### src/rtl/adder_pkg.sv
// Shared types and limits for the bit-serial adder datapath.
// Latency: none (types and constants only).
// Backpressure: not applicable.
package adder_pkg;

  typedef enum logic [1:0] {S_IDLE, S_RUN, S_DONE} sadd_state_t;

  localparam int SADD_WIDTH_MAX = 64;

endpackage

### src/rtl/fulladder.sv
// Single-bit full adder cell, used as the bit-slice of the serial adder.
// Latency: combinational.
// Backpressure: not applicable.
module fulladder (
  input  logic a,
  input  logic b,
  input  logic ci,
  output logic s,
  output logic co
);

  assign s  = a ^ b ^ ci;
  assign co = (a & b) | (ci & (a ^ b));

endmodule

### src/rtl/serial_add_ctrl.sv
// Bit-serial WIDTH-bit adder: one fulladder cell, one bit per clock, carry kept in a flop.
// Latency: WIDTH cycles in RUN from the start handshake to done_valid.
// Backpressure: result held in DONE until done_ready; new operands accepted in that same cycle.
module serial_add_ctrl
  import adder_pkg::*;
#(
  parameter int WIDTH = 8
) (
  input  logic             clk,
  input  logic             rst_n,
  input  logic             start_valid,
  output logic             start_ready,
  input  logic [WIDTH-1:0] a,
  input  logic [WIDTH-1:0] b,
  input  logic             ci,
  output logic             done_valid,
  input  logic             done_ready,
  output logic [WIDTH-1:0] sum,
  output logic             co,
  output logic             ovf,
  output logic             busy
);

  localparam int CW = (WIDTH > 1) ? $clog2(WIDTH) : 1;

  sadd_state_t state, state_nxt;

  logic [WIDTH-1:0] a_sh, b_sh;
  logic [WIDTH-1:0] sum_shift;
  logic [CW-1:0]    cnt;
  logic             carry_q;
  logic             fa_s, fa_co;
  logic             accept, last_bit;
  logic [WIDTH-1:0] sum_q;
  logic             co_q, ovf_q;

  assign accept   = start_valid & start_ready;
  assign last_bit = (cnt == CW'(WIDTH - 1));

  fulladder u_fa (
    .a  (a_sh[0]),
    .b  (b_sh[0]),
    .ci (carry_q),
    .s  (fa_s),
    .co (fa_co)
  );

  always_ff @(posedge clk or negedge rst_n) begin
    if (!rst_n) state <= S_IDLE;
    else        state <= state_nxt;
  end

  always_comb begin
    state_nxt   = state;
    start_ready = 1'b0;
    done_valid  = 1'b0;
    busy        = 1'b0;
    case (state)
      S_IDLE: begin
        start_ready = 1'b1;
        if (start_valid) state_nxt = S_RUN;
      end
      S_RUN: begin
        busy = 1'b1;
        if (last_bit) state_nxt = S_DONE;
      end
      S_DONE: begin
        done_valid  = 1'b1;
        start_ready = done_ready;
        if (done_ready) state_nxt = start_valid ? S_RUN : S_IDLE;
      end
      default: state_nxt = S_IDLE;
    endcase
  end

  // Partial sum collects the low WIDTH-1 bits; the current cell output completes it.
  if (WIDTH == 1) begin : g_one
    assign sum_shift = fa_s;
  end else begin : g_multi
    logic [WIDTH-2:0] part_q;
    assign sum_shift = {fa_s, part_q};
    always_ff @(posedge clk or negedge rst_n) begin
      if (!rst_n)              part_q <= '0;
      else if (state == S_RUN) part_q <= sum_shift[WIDTH-1:1];
    end
  end

  always_ff @(posedge clk or negedge rst_n) begin
    if (!rst_n) begin
      a_sh    <= '0;
      b_sh    <= '0;
      carry_q <= 1'b0;
      cnt     <= '0;
      sum_q   <= '0;
      co_q    <= 1'b0;
      ovf_q   <= 1'b0;
    end else if (accept) begin
      a_sh    <= a;
      b_sh    <= b;
      carry_q <= ci;
      cnt     <= '0;
    end else if (state == S_RUN) begin
      a_sh    <= a_sh >> 1;
      b_sh    <= b_sh >> 1;
      carry_q <= fa_co;
      cnt     <= cnt + 1'b1;
      if (last_bit) begin
        sum_q <= sum_shift;
        co_q  <= fa_co;
        // carry_q is the carry into the MSB cell on the last bit
        ovf_q <= carry_q ^ fa_co;
      end
    end
  end

  assign sum = sum_q;
  assign co  = co_q;
  assign ovf = ovf_q;

endmodule

### config.mk
export PLATFORM = sky130hd
export DESIGN_NAME = serial_add_ctrl
export DESIGN_NICKNAME = d
export VERILOG_FILES = /design/src/rtl/adder_pkg.sv /design/src/rtl/fulladder.sv /design/src/rtl/serial_add_ctrl.sv
export SDC_FILE = /design/constraint.sdc
export NUM_CORES = 1
export LEC_CHECK = 0
export CORE_UTILIZATION = 26
export DETAILED_ROUTE_END_ITERATION = 16
export GPL_TIMING_DRIVEN = 0
export PLACE_DENSITY = 0.56
export SLEW_MARGIN = 20
export SYNTH_ARGS = -nofsm -noshare
export SYNTH_HDL_FRONTEND = slang
export SYNTH_SLANG_ARGS = --single-unit
### constraint.sdc
create_clock -name clk -period 1.7 [get_ports clk]
set_input_delay 0.34 -clock clk [delete_from_list [all_inputs] [get_ports clk]]
set_output_delay 0.34 -clock clk [all_outputs]
set_load 0.03 [all_outputs]
==> out/metrics.yaml, run 1 <==
tritoncts_clock_tree: "yes"
swShare: 0.344
count_of_inserted_antenna_diode_cells: 0
place.detailed.hpwl_microns: 2350
post-synth-top-area-fraction: 0.544
worst_r2r_startpoint: "cnt[0]$_DFFE_PN0P_"
power-per-cell-area_nw_per_um2: 1810
synth.largest_area_cell: "sky130_fd_sc_hd__dfrtp_1"
finalHoldWorstSlack_ns: 0.479
reg2reg_setup_slack_ns: 0.11
synthesized_instance_count: 136
p_int_w: 0.00280
worst-path-max-fanout: 11
total_cts_buffers: 5
grt_start_max_net_pins: 25
min-delay-path-class: "flip-flop to flip-flop"
globalRoute.totalOverflow: 0
critical_path_class: "flip-flop to output pin"
die_h_microns: 85.1
hold-path-endpoint: "ovf$_DFFE_PN0P_"
hold_path.startpoint: "ovf$_DFFE_PN0P_"
h-tree-depth: 2
post-route-period-util: 0.988
final-hold-violation-count: 0
setup_repair_after_global_routing_missed_its_margin: "yes"
postSynth.topFlopCell: "sky130_fd_sc_hd__dfrtp_1"
post_drt_wl_per_cell_microns: 12.8
cp.required_ns: 1.36
cap_viol_max_count: 0
min_path_cells: 2
ios: 34
core_area_sq_um: 6490
synthesis.yosys.warnings: 0
power_w: 0.00426
layout.nets: 203
reg_area_sq_um: 977
max_freq_mhz: 595
drtPass1Iterations: 4
rr_worst_depth: 5
timing.rr.end: "sum[6]$_DFFE_PN0P_"
cp.arrival_ns: 1.34
status: "finished clean"
leakage_nw: 1.13
portBuffers: 33
clkTransAtPathRegs_ns: 0.07
area_growth_syn_to_layout_pct: 31.2
ant_nets: 0
power.net_switching_w: 0.00147
clk-insertion-delay-late_ns: 0.29
worst-slew-pin-transition_ns: 0.408
first_global_vias: 1097
asyncSetResetFlopFracSynth: 1.00
setup_clock_skew_after_layout_ns: 0.00589
power.share.clock: 0.140
vias: 1085
netlist_area_sq_um: 1800
remaining_drcs: 0
start_util: 0.276
layout.core_utilization: 0.363
layout.filler_cells: 637
global_route.usage.total: 0.0997
grt_antenna_before_repair: 0
critical_path.max_stage_delay_ns: 0.39
synth_commonest_cells: "sky130_fd_sc_hd__dfrtp_1 (39), sky130_fd_sc_hd__nand2_1 (28), sky130_fd_sc_hd__mux2_2 (27), sky130_fd_sc_hd__mux2_4 (12), sky130_fd_sc_hd__inv_1 (5)"
multi_input_combinational_cell_area_sq_um: 749
average_cell_area_after_synthesis_sq_um: 13.2
synth_seq_cells: 39
clockBufferDepth: 2
synth.most_common_cell: "sky130_fd_sc_hd__dfrtp_1"
seqPwrFrac: 0.372
synth_edf_count: 0
final_gp_congestion: 0.664
setup.worst_path.end_class: "output pin"
synthesized_nets: 160
cell_types_occupying_the_most_area_after_synthesis: "sky130_fd_sc_hd__dfrtp_1 (54%), sky130_fd_sc_hd__mux2_2 (17%), sky130_fd_sc_hd__mux2_4 (10%)"
ys_seq_area_frac: 0.544
initial_drc_count: 30
tritoncts_num_sinks: 39
synth_cell_types: 22
slew_violations: 0
drive_above_1_share: 0.339
grt_pass1_wl_microns: 5350
slew_headroom: 0.728
ir_worst_vdd_uv: 537
fin_crit_ns: 1.68
startpoint_type: "flip-flop"
detail_route.vias_per_cell: 4.22
combPwrFrac: 0.488
chipWidth_microns: 85.1
design.die.area_sq_um: 7240
critPathSlowestCell: "sky130_fd_sc_hd__dfrtp_1"
drt-total-wl_microns: 3290
clock_tree.root_cell: "sky130_fd_sc_hd__clkbuf_8"
setup_viol: 0
timing.critical_path.cells: "nand2b_4, buf_8, buf_12, inv_8, buf_6"
core.rowCount: 29
-- registers in the layout, indices dropped and copies added (netlist names), 2 cells and up --
name            cells
b_sh                8
cnt                 3
g_multi.part_q      7
sum                 8
state               2
a_sh                8
-- how the worst max path moves through the flow --
stage | to | slack, ns | start
floorplan | co$_DFFE_PN0P_ | 0.17 | cnt[0]$_DFFE_PN0P_
global placement | b_sh[3]$_DFFE_PN0P_ | -0.72 | rst_n
detailed placement | busy | -0.43 | state[1]$_DFFE_PN0P_
CTS | busy | -0.10 | state[1]$_DFFE_PN0P_
global route | busy | -0.03 | state[1]$_DFFE_PN0P_
finish | busy | 0.02 | state[1]$_DFFE_PN0P_
-- cells in the final DEF (no fill, tap or decap), types with 2 or more instances in the layout --
cell and count:
sky130_fd_sc_hd__xnor2_1 2, sky130_fd_sc_hd__dfrtp_1 38, sky130_fd_sc_hd__mux2_4 12, sky130_fd_sc_hd__clkdlybuf4s50_1 28
sky130_fd_sc_hd__inv_1 4, sky130_fd_sc_hd__buf_2 5, sky130_fd_sc_hd__a21boi_0 2, sky130_fd_sc_hd__ha_1 2
sky130_fd_sc_hd__o21ai_0 2, sky130_fd_sc_hd__mux2_2 27, sky130_fd_sc_hd__clkbuf_8 5, sky130_fd_sc_hd__buf_12 2
sky130_fd_sc_hd__buf_4 2, sky130_fd_sc_hd__nand2_1 28, sky130_fd_sc_hd__mux2i_1 2, sky130_fd_sc_hd__buf_6 2
sky130_fd_sc_hd__clkbuf_1 2
-- area by class of cell --
type / instances / share of cell area
clock inverters: 1 / 0.00212
repair buffers: 37 / 0.155
flip-flops and latches: 39 / 0.415
inverters: 5 / 0.0112
well taps: 77 / 0.0409
plain buffers: 6 / 0.0260
multi-input cells: 85 / 0.318
clock buffers: 7 / 0.0324
-- logic make-up (layout without fill, tap and decap cells) --
kind of cell	count (synthesis)	after routing	synth area share
XOR/XNOR	2	2	0.00976
buffers and inverters	12	56	0.0432
AO/OA/AOI/OAI	8	8	0.0293
multiplexers	41	41	0.281
AND/OR/NAND/NOR	31	31	0.0683
flip-flops	39	39	0.544
adder cells (fa/ha/maj)	3	3	0.0251
-- power by group through the flow --
stage | clock network (W) | logic, W | registers, W
2_1_floorplan | 0 | 0.00131 | 0.00176
3_3_place_gp | 0 | 0.00202 | 0.00160
3_5_place_dp | 0 | 0.00206 | 0.00161
4_1_cts | 0.000626 | 0.00213 | 0.00160
5_1_grt | 0.000661 | 0.00227 | 0.00164
6_report | 0.000597 | 0.00208 | 0.00158
-- timing repair --
item / 4_1_cts / 5_1_grt
resized for setup: 19 / 8
endpoints found under the setup margin: 10 / 7
endpoints found under the hold margin: 15 / 0
hold buffers: 1 / 0
setup buffers: 0 / 2
-- critical path, delay by kind of cell, from the launching register on --
family | cells | cell delay (ns)
flops | 1 | 0.39
buf+inv | 4 | 0.51
simple gates | 1 | 0.15
-- metrics by stage --
step	setup TNS (ns)	instance area [sq um]	cells	setup WS (ns)
detailed placement	-2.31	2240	247	-0.432
global route	-0.0294	2360	257	-0.0294
floorplan	0	1800	136	0.169
CTS	-0.102	2360	256	-0.102
finish	0	2360	257	0.0207
global placement	-30.40	2220	246	-0.721
-- layer usage --
layer | global-route usage | part of all wire
met1 | 0.132 | 0.46
met2 | 0.149 | 0.47
met3 | 0.0340 | 0.048
met4 | 0.0416 | 0.017
met5 | 0 | 0
Note: power is estimated with default switching activity, not from simulation.
==> run 2, diff against run 1 <==
==> constraint.sdc (replaced) <==
create_clock -name clk -period 1.6 [get_ports clk]
set_input_delay 0.32 -clock clk [delete_from_list [all_inputs] [get_ports clk]]
set_output_delay 0.32 -clock clk [all_outputs]
set_load 0.03 [all_outputs]
==> run 2 against run 1 <==
Compared with the run above: count of clock-buffer cells in the layout unchanged; register-to-register slack worse by 0.05 ns; largest cell class unchanged; die area unchanged; clock skew about the same; non-clock buffer count up 3; clock power up 5.4%; worst hold slack worse by 0.0044 ns.
==> out/metrics.yaml, run 2 (synthesized netlist as in run 1, its figures left out) <==
status: "finished clean"
cp.arrival_ns: 1.71  # +0.37 ns
chipWidth_microns: 85.1  # unchanged
place.detailed.hpwl_microns: 2350  # unchanged
area_growth_syn_to_layout_pct: 32.0
drt-total-wl_microns: 3320  # +0.97%
finalHoldWorstSlack_ns: 0.474  # -0.00442 ns
drive_above_1_share: 0.350  # +0.0108
clock_tree.root_cell: "sky130_fd_sc_hd__clkbuf_8"
grt_antenna_before_repair: 0  # unchanged
worst-path-max-fanout: 10  # -1
die_h_microns: 85.1  # unchanged
setup_clock_skew_after_layout_ns: 0.00635  # +0.000465 ns
core_area_sq_um: 6490  # unchanged
slew_headroom: 0.727  # -0.00107
max_freq_mhz: 648
setup_repair_after_global_routing_missed_its_margin: "no"
total_cts_buffers: 5  # unchanged
post-route-period-util: 0.964
power.share.clock: 0.139  # about the same
setup.worst_path.end_class: "flip-flop"
clkTransAtPathRegs_ns: 0.07  # about the same
drtPass1Iterations: 4  # unchanged
detail_route.vias_per_cell: 4.26  # +0.85%
power_w: 0.00451  # +5.9%
start_util: 0.276  # unchanged
finalSetupTns_ns: 0  # unchanged
first_global_vias: 1128  # +2.8%
grt.met2_usage: 0.157  # +0.00806
top_usage_layer: "met2"
ios: 34  # unchanged
vias: 1107  # +2.0%
layout.core_utilization: 0.365  # +0.00212
design.die.area_sq_um: 7240  # unchanged
layout.nets: 206  # +1.5%
portBuffers: 33  # unchanged
final-hold-violation-count: 0  # unchanged
swShare: 0.347  # +0.00331
startpoint_type: "flip-flop"
global_route.usage.met1: 0.131  # -0.00123
critical_path_class: "flip-flop to flip-flop"
core.rowCount: 29  # unchanged
clockBufferDepth: 2  # unchanged
tritoncts_clock_tree: "yes"
post_drt_wl_per_cell_microns: 12.8  # -0.19%
clk-insertion-delay-late_ns: 0.29  # about the same
power.net_switching_w: 0.00157  # +6.9%
layout_common_cells: "sky130_fd_sc_hd__dfrtp_1 (39), sky130_fd_sc_hd__nand2_1 (28), sky130_fd_sc_hd__mux2_2 (27)"
met3_routing_resource_usage_after_global_routing: 0.0340  # unchanged
cp.required_ns: 1.77  # +0.41 ns
layout_commonest_cell: "sky130_fd_sc_hd__dfrtp_1"
p_int_w: 0.00295  # +5.3%
global_route.usage.total: 0.102  # +0.00187
count_of_inserted_antenna_diode_cells: 0  # unchanged
setup_viol: 0  # unchanged
fin_crit_ns: 1.54
h-tree-depth: 2  # unchanged
seqPwrFrac: 0.373  # about the same
slew_violations: 0  # unchanged
globalRoute.totalOverflow: 0  # unchanged
initial_drc_count: 41  # +37%
ant_nets: 0  # unchanged
grt_start_max_net_pins: 25  # unchanged
ir_worst_vdd_uv: 542  # +0.82%
grt_pass1_wl_microns: 5470  # +2.2%
min-delay-path-class: "flip-flop to flip-flop"
cap_viol_max_count: 0  # unchanged
remaining_drcs: 0  # unchanged
worst-slew-pin-transition_ns: 0.409  # +0.00161 ns
tritoncts_num_sinks: 39  # unchanged
final_gp_congestion: 0.664  # unchanged
power-per-cell-area_nw_per_um2: 1910  # +5.3%
combPwrFrac: 0.488  # about the same
leakage_nw: 1.16  # +2.8%
## run 2: changes by cell type in the layout (fill, tap and decap cells not counted), sizes merged
cell           previous run  this run
clkdlybuf4s50            28        19
clkdlybuf4s18             0         1
dlygate4sd2               0        10
clkbuf                    8         7
buf                      12        15
dlymetal6s2s              1         0
## run 2: worst max-delay path, cell delays in order, from the launching register on
cell and delay (ns):
sky130_fd_sc_hd__dfrtp_1 0.40, sky130_fd_sc_hd__ha_1 0.21, sky130_fd_sc_hd__ha_1 0.19, sky130_fd_sc_hd__nand3b_1 0.13, sky130_fd_sc_hd__buf_6 0.17, sky130_fd_sc_hd__mux2_2 0.33
## run 2: metal layers
layer  wire, microns  up-vias  part of all wire
met3             171        5             0.052
met4              44        0             0.013
met1            1520      528              0.46
li1                -      548                 -
met5               0        -                 0
met2            1580       26              0.48
## run 2: power groups by stage
stage / sequential (W) / clock [W] / combinational [W]
floorplan: 0.00187 / 0 / 0.00140
global placement: 0.00170 / 0 / 0.00215
detailed placement: 0.00171 / 0 / 0.00219
CTS: 0.00169 / 0.000665 / 0.00223
global route: 0.00175 / 0.000703 / 0.00241
finish: 0.00168 / 0.000629 / 0.00220
## run 2: through the flow
step	instances	cell area, sq um	setup WS, ns
after CTS	261	2370	-0.0553
after detailed placement	247	2240	-0.512
after global placement	246	2220	-0.801
after floorplan	136	1800	0.0685
after global routing	260	2370	0.00251
final	260	2370	0.0580
## run 2: area by class of cell
class	count	area, sq um
clock inverter	1	5.00
inverter	5	26.3
clock buffer	7	76.3
sequential	39	976
multi-input combinational	85	752
fill	631	4130
timing repair buffer	41	392
buffer	5	46.3
tap	77	96.3
## run 2: repair_timing
| action | CTS | global route |
|---|---|---|
| hold endpoints to repair | 15 | 0 |
| setup buffers | 5 | 1 |
| hold buffers | 1 | 0 |
| setup endpoints to repair | 20 | 7 |
| resized for setup | 31 | 6 |
## run 2: worst paths after layout
path / startpoint / endpoint / slack [ns] / cells past startpoint
worst max-delay path: cnt[0]$_DFFE_PN0P_ / sum[6]$_DFFE_PN0P_ / 0.06 / 5
worst min-delay path: ovf$_DFFE_PN0P_ / ovf$_DFFE_PN0P_ / 0.47 / 2
worst max register to register: cnt[0]$_DFFE_PN0P_ / sum[6]$_DFFE_PN0P_ / 0.06 / 5
worst min register to register: ovf$_DFFE_PN0P_ / ovf$_DFFE_PN0P_ / 0.47 / 2
max in group asynchronous: rst_n / ovf$_DFFE_PN0P_ / 0.65 / 3
min in group asynchronous: rst_n / g_multi.part_q[2]$_DFFE_PN0P_ / 0.49 / 2
==> run 3, diff against run 2 <==
--- a/config.mk
+++ b/config.mk
@@ -12,4 +12,5 @@
 export SLEW_MARGIN = 20
 export SYNTH_ARGS = -nofsm -noshare
 export SYNTH_HDL_FRONTEND = slang
+export SYNTH_HIERARCHICAL = 1
 export SYNTH_SLANG_ARGS = --single-unit
==> run 3 against run 2 <==
Compared with the run above: count of clock-buffer cells in the layout decreased by 1; synthesized cell count stayed put; sequential share of layout area fell by 0.31 points; sequential power about the same; routed wire length is 4.0% higher; power up 3.7%; combinational power shrank 3%.
==> out/metrics.yaml, run 3 <==
status: "finished clean"
synth_seq_cells: 39  # unchanged
mux_share_of_post_synthesis_cell_area: 0.281  # unchanged
layout.filler_cells: 637  # +0.95%
startpoint_type: "flip-flop"
ir_worst_vdd_uv: 890  # +64%
global_route.usage.total: 0.105  # +0.00327
stdcell_count: 258  # -0.77%
detailedPlace.worstSlack_ns: -0.500  # +0.0118 ns
setup.worst_path.end_class: "output pin"
dp.cells: 247  # unchanged
slew_headroom: 0.628  # -0.0994
synth_cell_types: 22  # unchanged
synth-xor-area-share: 0.00976  # unchanged
post-route-period-util: 0.999  # +0.0350
cp.required_ns: 1.28  # -0.49 ns
synth-compound-area-share: 0.0293  # unchanged
grt_start_max_net_pins: 23  # -8.0%
critical_path_class: "flip-flop to output pin"
postSynth.topFlopCell: "sky130_fd_sc_hd__dfrtp_1"
layout_commonest_cell: "sky130_fd_sc_hd__dfrtp_1"
remaining_drcs: 0  # unchanged
average_cell_area_after_synthesis_sq_um: 13.2  # unchanged
min-delay-path-class: "input port to asynchronous set/reset pin"
power-per-cell-area_nw_per_um2: 1960  # +2.8%
rr_worst_depth: 5  # unchanged
synthesis.yosys.warnings: 6  # +6
globalRoute.totalOverflow: 0  # unchanged
synth.largest_area_cell: "sky130_fd_sc_hd__dfrtp_1"
clk-insertion-delay-late_ns: 0.29  # about the same
start_util: 0.276  # unchanged
final_area_sq_um: 2390  # +0.90%
synth_edf_count: 0  # unchanged
detail_route.vias_per_cell: 4.33  # +1.7%
placement.cell_area_sq_um: 2240  # +0.34%
layout_common_cells: "sky130_fd_sc_hd__dfrtp_1 (38), sky130_fd_sc_hd__nand2_1 (28), sky130_fd_sc_hd__mux2_2 (27)"
worst-slew-pin-transition_ns: 0.558  # +0.149 ns
tritoncts_clock_tree: "yes"
synth-adder-area-share: 0.0251  # unchanged
drt-total-wl_microns: 3450  # +4.0%
worst_r2r_startpoint: "cnt[0]$_DFFE_PN0P_"
ant_nets: 0  # unchanged
area_growth_syn_to_layout_pct: 33.2
post_synth_and_or_nand_nor_area_fraction: 0.0683  # unchanged
cts_hold_buffers: 0  # -1
initial_drc_count: 41  # unchanged
core.rowCount: 29  # unchanged
post-synth-top-area-fraction: 0.544  # unchanged
clockBufferDepth: 2  # unchanged
final-hold-violation-count: 0  # unchanged
total_cts_buffers: 5  # unchanged
place.detailed.hpwl_microns: 2370  # +0.51%
setup_viol: 0  # unchanged
reg_area_sq_um: 977  # +0.13%
worst-path-max-fanout: 19  # +9
count_of_inserted_antenna_diode_cells: 0  # unchanged
synthesized_nets: 160  # unchanged
synthesized_instance_count: 136  # unchanged
drive_above_1_share: 0.370  # +0.0204
synth.most_common_cell: "sky130_fd_sc_hd__dfrtp_1"
portBuffers: 33  # unchanged
drtPass1Iterations: 4  # unchanged
tritoncts_num_sinks: 39  # unchanged
netlist_area_sq_um: 1800  # unchanged
timing.rr.end: "sum[2]$_DFFE_PN0P_"
multi_input_combinational_cell_area_sq_um: 754  # +0.33%
final_gp_congestion: 0.721  # +8.6%
setup_clock_skew_after_layout_ns: 0.00367  # -0.00268 ns
design.die.area_sq_um: 7240  # unchanged
leakage_nw: 1.17  # +0.58%
cap_viol_max_count: 0  # unchanged
post_drt_wl_per_cell_microns: 13.4  # +4.8%
grt_antenna_before_repair: 0  # unchanged
vias: 1117  # +0.90%
clkTransAtPathRegs_ns: 0.07  # about the same
die_h_microns: 85.1  # unchanged
first_global_vias: 1155  # +2.4%
clock_tree.root_cell: "sky130_fd_sc_hd__clkbuf_8"
h-tree-depth: 2  # unchanged
dominant_combinational_cell_family_by_area_after_synthesis: "multiplexers"
cell_types_occupying_the_most_area_after_synthesis: "sky130_fd_sc_hd__dfrtp_1 (54%), sky130_fd_sc_hd__mux2_2 (17%), sky130_fd_sc_hd__mux2_4 (10%)"
chipWidth_microns: 85.1  # unchanged
asyncSetResetFlopFracSynth: 1.00  # unchanged
core_area_sq_um: 6490  # unchanged
finalWorstSetupSlack_ns: 0.00190  # -0.0561 ns
ys_seq_area_frac: 0.544  # unchanged
reg2reg_setup_slack_ns: 0.05  # about the same
synth_commonest_cells: "sky130_fd_sc_hd__dfrtp_1 (39), sky130_fd_sc_hd__nand2_1 (28), sky130_fd_sc_hd__mux2_2 (27), sky130_fd_sc_hd__mux2_4 (12), sky130_fd_sc_hd__inv_1 (5)"
grt_pass1_wl_microns: 5740  # +4.9%
slew_violations: 0  # unchanged
setup_repair_after_global_routing_missed_its_margin: "yes"
ios: 34  # unchanged
max_freq_mhz: 626  # -3.5%
fin_crit_ns: 1.60  # +0.0561 ns
cp.arrival_ns: 1.28  # -0.43 ns
layout.nets: 204  # -0.97%
run 3: how the worst max path moves through the flow:
stage	endpoint	start
3_5_place_dp	busy	state[1]$_DFFE_PN0P_
5_1_grt	busy	state[0]$_DFFE_PN0P_
6_report	busy	state[0]$_DFFE_PN0P_
2_1_floorplan	co$_DFFE_PN0P_	cnt[0]$_DFFE_PN0P_
4_1_cts	busy	state[1]$_DFFE_PN0P_
3_3_place_gp	sum[0]$_DFFE_PN0P_	rst_n
run 3: power breakdown:
part	switching, W	internal [W]
registers	0.000263	0.00143
logic	0.000982	0.00116
clock network	0.000343	0.000504
run 3: logic make-up after synthesis:
logic type / after synthesis
flip-flops: 39
buffers and inverters: 12
XOR/XNOR: 2
adder cells (fa/ha/maj): 3
AO/OA/AOI/OAI: 8
multiplexers: 41
AND/OR/NAND/NOR: 31
run 3: stage by stage:
stage / utilization / power [W] / hold slack, ns / TNS, ns
global route: 0.368 / 0.00502 / 0.0386 / -0.0495
CTS: 0.369 / 0.00479 / 0.0232 / -0.124
floorplan: - / 0.00326 / 0.0244 / 0
finish: 0.368 / 0.00468 / 0.0112 / 0
global placement: 0.342 / 0.00385 / 0.463 / -36.94
detailed placement: 0.346 / 0.00391 / 0.348 / -4.98
run 3: critical path: stages, from the launching register on:
cell	delay, ns
sky130_fd_sc_hd__dfrtp_2	0.45
sky130_fd_sc_hd__nand2b_4	0.09
sky130_fd_sc_hd__buf_12	0.17
sky130_fd_sc_hd__inv_6	0.04
sky130_fd_sc_hd__buf_6	0.11
sky130_fd_sc_hd__buf_6	0.13
run 3: layout make-up:
class,count,share of cell area
Sequential cell,39,0.409
Tap cell,77,0.0403
Timing Repair Buffer,38,0.151
Clock inverter,2,0.0147
Multi-Input combinational cell,85,0.316
Inverter,5,0.00994
Clock buffer,6,0.0345
Buffer,6,0.0251
run 3: what timing repair did:
| item | 4_1_cts | 5_1_grt |
|---|---|---|
| endpoints found under the setup margin | 20 | 14 |
| gates cloned | 0 | 1 |
| setup buffers | 2 | 1 |
| gates resized for setup | 30 | 9 |
| pin swaps | 0 | 0 |
run 3: per-layer routing:
metal	GRT usage	vias up	share of wire	wire [microns]
li1	-	546	-	-
met1	0.141	542	0.51	1760
met2	0.156	24	0.43	1490
met3	0.0370	5	0.045	156
met4	0.0370	0	0.016	54
met5	0	-	0	0
